File: config.mk
export PLATFORM = sky130hd
export DESIGN_NAME = uart_rx_ctrl_flat
export DESIGN_NICKNAME = d
export VERILOG_FILES = /design/src/rtl/uart_rx_ctrl_if.sv /design/src/rtl/uart_rx_ctrl.sv /design/src/flat_wrapper.sv
export SDC_FILE = /design/constraint.sdc
export NUM_CORES = 1
export LEC_CHECK = 0
export ABC_AREA = 0
export BUFFER_PORTS_ARGS = -buffer_cell sky130_fd_sc_hd__buf_2
export CAP_MARGIN = 40
export CORE_ASPECT_RATIO = 1.4
export CORE_UTILIZATION = 40
export DETAILED_ROUTE_END_ITERATION = 8
export PLACE_DENSITY = 0.69
export SYNTH_ARGS = -nofsm -noshare
export SYNTH_HDL_FRONTEND = slang
export SYNTH_SLANG_ARGS = --single-unit
File: constraint.sdc
create_clock -name clk -period 2.2 [get_ports clk]
set_input_delay 0.66 -clock clk [delete_from_list [all_inputs] [get_ports clk]]
set_output_delay 0.66 -clock clk [all_outputs]
set_load 0.03 [all_outputs]
File: src/rtl/uart_rx_ctrl_if.sv
// Receive-side bus between the rx edge detector, uart_rx_ctrl and the byte consumer.
// The master drives the line and strobe. The slave (uart_rx_ctrl) returns the word and status pulses.
interface uart_rx_ctrl_if #(
  parameter int unsigned DATA_BITS = 8
);
  logic                 rx;
  logic                 rx_fall;
  logic [DATA_BITS-1:0] data_out;
  logic                 data_valid;
  logic                 frame_err;
  logic                 parity_err;
  logic                 busy;

  modport master (
    output rx, rx_fall,
    input  data_out, data_valid, frame_err, parity_err, busy
  );

  modport slave (
    input  rx, rx_fall,
    output data_out, data_valid, frame_err, parity_err, busy
  );
endinterface

File: src/rtl/uart_rx_ctrl.sv
// uart_rx_ctrl: frame-level UART receive sequencer.
// It qualifies the start bit, samples each data bit at mid-bit and shifts the bits in LSB-first.
// It then checks the stop bit and issues one data_valid or one frame_err pulse per frame.
// Optional feature macro: UART_RX_PARITY_EN. It adds a parity bit before the stop bit and drives parity_err.
module uart_rx_ctrl #(
  parameter int unsigned CLKS_PER_BIT = 434,
  parameter int unsigned DATA_BITS    = 8,
  parameter int unsigned PARITY_ODD   = 0
) (
  input  logic          clk,
  input  logic          rst_n,
  uart_rx_ctrl_if.slave bus
);

  localparam int unsigned CNT_W = $clog2(CLKS_PER_BIT);
  localparam int unsigned IDX_W = $clog2(DATA_BITS);
  localparam logic [CNT_W-1:0] CNT_BIT  = CNT_W'(CLKS_PER_BIT - 1);
  localparam logic [CNT_W-1:0] CNT_HALF = CNT_W'(CLKS_PER_BIT / 2 - 1);
  localparam logic [IDX_W-1:0] IDX_LAST = IDX_W'(DATA_BITS - 1);

  // Stop elaboration on a parameter set the sequencer cannot support.
  if (CLKS_PER_BIT < 4 || DATA_BITS < 5 || DATA_BITS > 9 || PARITY_ODD > 1) begin : g_param_check
    $error("uart_rx_ctrl: parameter out of range");
  end

`ifdef UART_RX_PARITY_EN
  typedef enum logic [2:0] {S_IDLE, S_START, S_DATA, S_PARITY, S_STOP} state_t;
`else
  typedef enum logic [2:0] {S_IDLE, S_START, S_DATA, S_STOP} state_t;
`endif

  state_t               r_state, w_state;
  logic [CNT_W-1:0]     r_cnt, w_cnt;
  logic [IDX_W-1:0]     r_idx, w_idx;
  logic [DATA_BITS-1:0] r_shift, w_shift;
  logic [DATA_BITS-1:0] r_data, w_data;
  logic                 r_data_valid, w_data_valid;
  logic                 r_frame_err, w_frame_err;
  logic                 r_parity_err, w_parity_err;
  logic                 r_busy, w_busy;
`ifdef UART_RX_PARITY_EN
  logic                 r_par_mis, w_par_mis;
`endif

  // State, counters, shift register and registered outputs.
  always_ff @(posedge clk or negedge rst_n) begin
    if (!rst_n) begin
      r_state      <= S_IDLE;
      r_cnt        <= '0;
      r_idx        <= '0;
      r_shift      <= '0;
      r_data       <= '0;
      r_data_valid <= 1'b0;
      r_frame_err  <= 1'b0;
      r_parity_err <= 1'b0;
      r_busy       <= 1'b0;
`ifdef UART_RX_PARITY_EN
      r_par_mis    <= 1'b0;
`endif
    end else begin
      r_state      <= w_state;
      r_cnt        <= w_cnt;
      r_idx        <= w_idx;
      r_shift      <= w_shift;
      r_data       <= w_data;
      r_data_valid <= w_data_valid;
      r_frame_err  <= w_frame_err;
      r_parity_err <= w_parity_err;
      r_busy       <= w_busy;
`ifdef UART_RX_PARITY_EN
      r_par_mis    <= w_par_mis;
`endif
    end
  end

  // Next-state logic: the bit timer free-runs and is cleared at each sample point.
  always_comb begin
    w_state      = r_state;
    w_cnt        = r_cnt + CNT_W'(1);
    w_idx        = r_idx;
    w_shift      = r_shift;
    w_data       = r_data;
    w_data_valid = 1'b0;
    w_frame_err  = 1'b0;
    w_parity_err = 1'b0;
`ifdef UART_RX_PARITY_EN
    w_par_mis    = r_par_mis;
`endif
    case (r_state)
      S_IDLE: begin
        w_cnt = '0;
        if (bus.rx_fall) begin
          w_state = S_START;
        end
      end
      S_START: begin
        // A start bit that is high again at half a bit is a glitch.
        if (r_cnt == CNT_HALF) begin
          w_cnt   = '0;
          w_idx   = '0;
          w_state = bus.rx ? S_IDLE : S_DATA;
        end
      end
      S_DATA: begin
        if (r_cnt == CNT_BIT) begin
          w_cnt   = '0;
          w_shift = {bus.rx, r_shift[DATA_BITS-1:1]};
          if (r_idx == IDX_LAST) begin
`ifdef UART_RX_PARITY_EN
            w_state = S_PARITY;
`else
            w_state = S_STOP;
`endif
          end else begin
            w_idx = r_idx + IDX_W'(1);
          end
        end
      end
`ifdef UART_RX_PARITY_EN
      S_PARITY: begin
        if (r_cnt == CNT_BIT) begin
          w_cnt     = '0;
          w_par_mis = ((^r_shift) ^ bus.rx) != 1'(PARITY_ODD);
          w_state   = S_STOP;
        end
      end
`endif
      S_STOP: begin
        // The frame is resolved at mid-stop, so the next start edge can follow half a bit later.
        if (r_cnt == CNT_BIT) begin
          w_cnt   = '0;
          w_state = S_IDLE;
          if (bus.rx) begin
            w_data       = r_shift;
            w_data_valid = 1'b1;
`ifdef UART_RX_PARITY_EN
            w_parity_err = r_par_mis;
`endif
          end else begin
            w_frame_err = 1'b1;
          end
        end
      end
      default: begin
        w_state = S_IDLE;
      end
    endcase
    w_busy = (w_state != S_IDLE);
  end

  // Outputs come straight from registers.
  assign bus.data_out   = r_data;
  assign bus.data_valid = r_data_valid;
  assign bus.frame_err  = r_frame_err;
  assign bus.parity_err = r_parity_err;
  assign bus.busy       = r_busy;

endmodule

File: src/flat_wrapper.sv
// flat-port wrapper written by rule: the top's interface ports become plain ports
module uart_rx_ctrl_flat 
#(
  parameter int unsigned CLKS_PER_BIT = 434,
  parameter int unsigned DATA_BITS    = 8,
  parameter int unsigned PARITY_ODD   = 0
)
  (clk, rst_n, bus_rx, bus_rx_fall, bus_data_out, bus_data_valid, bus_frame_err, bus_parity_err, bus_busy);
  uart_rx_ctrl_if #(.DATA_BITS(DATA_BITS)) bus_i ();
  input  logic clk;
  input  logic rst_n;
  input wire logic [$bits(bus_i.rx)-1:0] bus_rx;
  input wire logic [$bits(bus_i.rx_fall)-1:0] bus_rx_fall;
  output wire logic [$bits(bus_i.data_out)-1:0] bus_data_out;
  output wire logic [$bits(bus_i.data_valid)-1:0] bus_data_valid;
  output wire logic [$bits(bus_i.frame_err)-1:0] bus_frame_err;
  output wire logic [$bits(bus_i.parity_err)-1:0] bus_parity_err;
  output wire logic [$bits(bus_i.busy)-1:0] bus_busy;
  assign bus_i.rx = bus_rx;
  assign bus_i.rx_fall = bus_rx_fall;
  assign bus_data_out = bus_i.data_out;
  assign bus_data_valid = bus_i.data_valid;
  assign bus_frame_err = bus_i.frame_err;
  assign bus_parity_err = bus_i.parity_err;
  assign bus_busy = bus_i.busy;
  uart_rx_ctrl #(.CLKS_PER_BIT(CLKS_PER_BIT), .DATA_BITS(DATA_BITS), .PARITY_ODD(PARITY_ODD)) u_core (.clk(clk), .rst_n(rst_n), .bus(bus_i));
endmodule
# Word level (Yosys, flattened, before mapping)
# Cells that the tools add are included.
# Widths: inputs -> output; s select.
# word_totals
reg_bits,34
output_inout_bits,12
elab_cells,46
# op_classes
add_sub_neg,2
n_eq_ne,9
mux,20
n_reduce_logical,7
# ops
cell,count
$pmux 9 s3,1
$mux 3,8
$mux 9,2
$pmux 3 s4,1
$add 9x1->9 const B,1
$eq 9x8->1 const B,1
$eq 9x9->1 const B,1
$eq 3x2->1 const B,2
$mux 1,6
$pmux 3 s2,1
$ne 2x1->1 const B,2
$reduce_and 4->1,1
$add 3x1->3 const B,1
$eq 3x1->1 const B,1
$eq 3x3->1 const B,1
$logic_not 3->1,1
$reduce_and 3->1,1
$reduce_bool 3->1,1
$mux 2,1
$ne 2x2->1 const B,1
$reduce_and 2->1,1
$reduce_bool 2->1,1
$reduce_or 2->1,1

# Longest topological paths before layout
# logic_depth
word_depth,5
depth_mapped,6

# Worst setup path before layout
# No wires, ideal clock.
# synth_timing
kind,flip-flop to flip-flop
startpoint,register u_core.r_cnt[1]
endpoint,register u_core.r_data[0] (netlist: u_core.bus.data_out[0])
setup_time_ns,0.125
arrival_time_ns,1.523
setup_slack_ns,0.552
stages_incl_launch_ff,7
path_buffers,0
period_less_slack_ns,1.648
path_cell_list,dfrtp_1 > inv_1 > ha_1 > and4bb_2 > nand2_4 > nor2_4 > mux2_2
# synth_via
elab_chain_len,2
# synth_rtl
element,line,text
start: declaration,uart_rx_ctrl.sv:33,"logic [CNT_W-1:0] r_cnt, w_cnt;"
start signal: assignment,uart_rx_ctrl.sv:62,r_cnt <= w_cnt;
$eq 9x9->1,uart_rx_ctrl.sv:130,if (r_cnt == CNT_BIT) begin
$reduce_and 3->1 (no source line),n/a,
end signal: assignment,uart_rx_ctrl.sv:65,r_data <= w_data;
end: declaration,uart_rx_ctrl.sv:36,"logic [DATA_BITS-1:0] r_data, w_data;"
# No other way between the ends.
# A chain may end at the register's enable or synchronous reset.

# Final worst setup path
# layout_timing
startpoint,register u_core.r_cnt[1]
endpoint,register u_core.r_data[1] (netlist: u_core.bus.data_out[1])
# Same word-level chain as after synthesis.

==> flow_summary.json <==
{
  "status": "finished clean",
  "antenna_found_initial": 0,
  "n_antenna_cell": 0,
  "async_flop_share_pct": 100,
  "start_util_pct": 42.7,
  "syn_avg_cell_area_um2": 12.3,
  "hold_viol_final": 0,
  "drc": 0,
  "synth_area_leaders": "dfrtp_1 54%, mux2_2 11%, ha_1 3.9%",
  "grt-ovfl-total": 0,
  "synthMuxAreaShare_pct": 12.6,
  "io-pin-count": 16,
  "final.setup_skew_ns": 0.00512,
  "n_fill_cell": 363,
  "htree_levels": 2,
  "core_area_um2": 3710,
  "hpwl_um": 1930,
  "clk_latency_ns": 0.28,
  "dieArea_um2": 4220,
  "path_max_fanout": 8,
  "grt_pass1_wl_um": 4420,
  "tns_ns": 0,
  "finalSetupViolCount": 0,
  "cts_resized": 0,
  "final.min_clock_period_ns": 1.79,
  "cts_sinks": 34,
  "wl_um": 2600,
  "synthToLayoutAreaGrowth_pct": 12.4,
  "synth_common_cells": "34 x dfrtp_1, 16 x mux2_2, 13 x nor2_1",
  "avgViaCountPerCell": 5.27,
  "synthesis.area_um2": 1580,
  "slew_violations": 0,
  "synth-simple-area-share_pct": 18.1,
  "seq_area_frac_synth_pct": 53.7,
  "irDropWorstVdd_v": 0.000520,
  "yosys_register_bits": 34,
  "worst_slew_pin_slew_ns": 0.737,
  "hp-class": "primary input to asynchronous set/reset pin",
  "numCtsBuffers": 5,
  "drtIter0Drc": 14,
  "root_buffer": "clkbuf_8",
  "gr-usage-all-layers_pct": 15.1,
  "synth_top_flop_cell": "dfrtp_1",
  "synthCells": 129,
  "max_cap_violations": 0,
  "vias": 1002,
  "rsz0062_at_grt": "no",
  "period_share_pct": 81.5,
  "finalPower_w": 0.00124,
  "synth-edff-count": 0,
  "first_pass_iters": 4,
  "portBuffers": 14,
  "synthAdderAreaFrac_pct": 3.95,
  "synth_xor_area_share_pct": 3.87,
  "worstSetupEndpointType": "flop",
  "die_x_um": 55.2,
  "relSlewSlack_pct": 50.8,
  "drive_gt1_share_pct": 30.4,
  "path_class": "flop to flop",
  "path_clk_slew_ns": 0.07,
  "grt_pass1_vias": 1022,
  "yosysWarnings": 0,
  "synth.distinct_cells": 34,
  "synth_most_common_cell": "dfrtp_1",
  "crit_required_ns": 2.37,
  "post_cts_buffers": 0,
  "p_leak_nw": 0.869,
  "fp-row-count": 26,
  "wl_per_cell_um": 13.7,
  "fp.dieH_um": 76.5,
  "critical_path_arrival_ns": 1.96,
  "gp_congestion": 0.961,
  "finalNetCount": 156,
  "cts_tree": "done",
  "power_density_nw_per_um2": 698,
  "synth_top_cell_area_share_pct": 53.7,
  "synth_compound_area_share_pct": 4.27,
  "timing.fmax_mhz": 558,
  "yosys.area.top_type": "dfrtp_1",
  "synth_top_family_by_area": "simple AND/OR/NAND/NOR gates",
  "grt_start_max_net_pins": 35,
  "antenna_left": 0,
  "cts_buffer_depth": 2,
  "worst_setup_path_start_kind": "flop",
  "ctsHoldBuffers": 0
}
-- cell usage in the layout (no fill, tap or decap), drive strengths merged, types with 5 or more instances in the layout --
| cell type | n |
|---|---|
| inv | 7 |
| buf | 14 |
| clkbuf | 6 |
| ha | 5 |
| nand2 | 5 |
| nand3 | 7 |
| dfrtp | 34 |
| nor2 | 14 |
| xnor2 | 6 |
| mux2 | 16 |
-- final timing paths --
| check | start | end | slack (ns) | cells after the start |
|---|---|---|---|---|
| max | u_core.r_cnt[1] | u_core.bus.data_out[1] | 0.41 | 6 |
| min | rst_n | u_core.r_shift[5] | 0.43 | 1 |
| max reg2reg | u_core.r_cnt[1] | u_core.bus.data_out[1] | 0.41 | 6 |
| min reg2reg | u_core.bus.data_out[2] | u_core.bus.data_out[2] | 0.50 | 1 |
| max in group asynchronous | rst_n | u_core.r_idx[0] | 1.29 | 1 |
| min in group clk | u_core.bus.data_out[2] | u_core.bus.data_out[2] | 0.50 | 1 |
-- metal layers --
metal / wire length (µm) / track usage (%) / share of wire (%)
met1: 1050 / 16.6 / 40
met2: 1360 / 23.5 / 52
met3: 124 / 5.59 / 4.8
met4: 62 / 9.00 / 2.4
met5: 0 / 0 / 0
-- report_power, final --
part	leakage, nW	switching, W	internal [W]
Combinational	0.358	0.0000503	0.0000397
Sequential	0.464	0.0000363	0.000648
Clock	0.0472	0.000216	0.000251
Total	0.869	0.000303	0.000939
-- stage by stage --
| step | setup slack [ns] | instances | util (%) | area (µm²) | hold WS, ns |
|---|---|---|---|---|---|
| 2_1_floorplan | 0.552 | 130 | - | 1590 | 0.364 |
| 3_3_place_gp | 0.459 | 182 | 45.4 | 1690 | 0.487 |
| 3_5_place_dp | 0.396 | 182 | 45.4 | 1690 | 0.489 |
| 4_1_cts | 0.382 | 190 | 48.0 | 1780 | 0.451 |
| 5_1_grt | 0.301 | 190 | 48.0 | 1780 | 0.496 |
| 6_report | 0.406 | 190 | 48.0 | 1780 | 0.434 |
-- final cells by class --
cell class	count	area (µm²)	area share, %
multi-input cells	85	686	38.5
repair buffers	14	70.1	3.94
inverters	7	26.3	1.48
clock buffers	6	82.6	4.64
flip-flops and latches	34	851	47.8
clock inverters	2	12.5	0.703
well taps	42	52.6	2.95
-- registers in the layout (all words and copies together), names as in the netlist --
name	flops
u_core.r_idx	3
u_core.bus.busy	1
u_core.r_shift	8
u_core.bus.data_out	8
u_core.r_cnt	9
u_core.r_state	3
u_core.bus.frame_err	1
u_core.bus.data_valid	1
-- logic make-up (layout without fill, tap and decap cells) --
group,count (synthesis),count (layout)
muxes,18,18
and+or+nand+nor,45,45
adders and majority gates,5,5
DFF,34,34
xor gates and xnor gates,7,7
AOI/OAI and AO/OA,8,8
other,1,2
buffers and inverters,11,29
-- worst max-delay path: stages, from the launching register on --
cell and delay [ns]:
dfrtp_1 0.41, inv_1 0.09, ha_1 0.13, and4bb_2 0.31
nand2_4 0.12, nor2_4 0.26, mux2_2 0.36
Power figures use the tool's default switching activity.
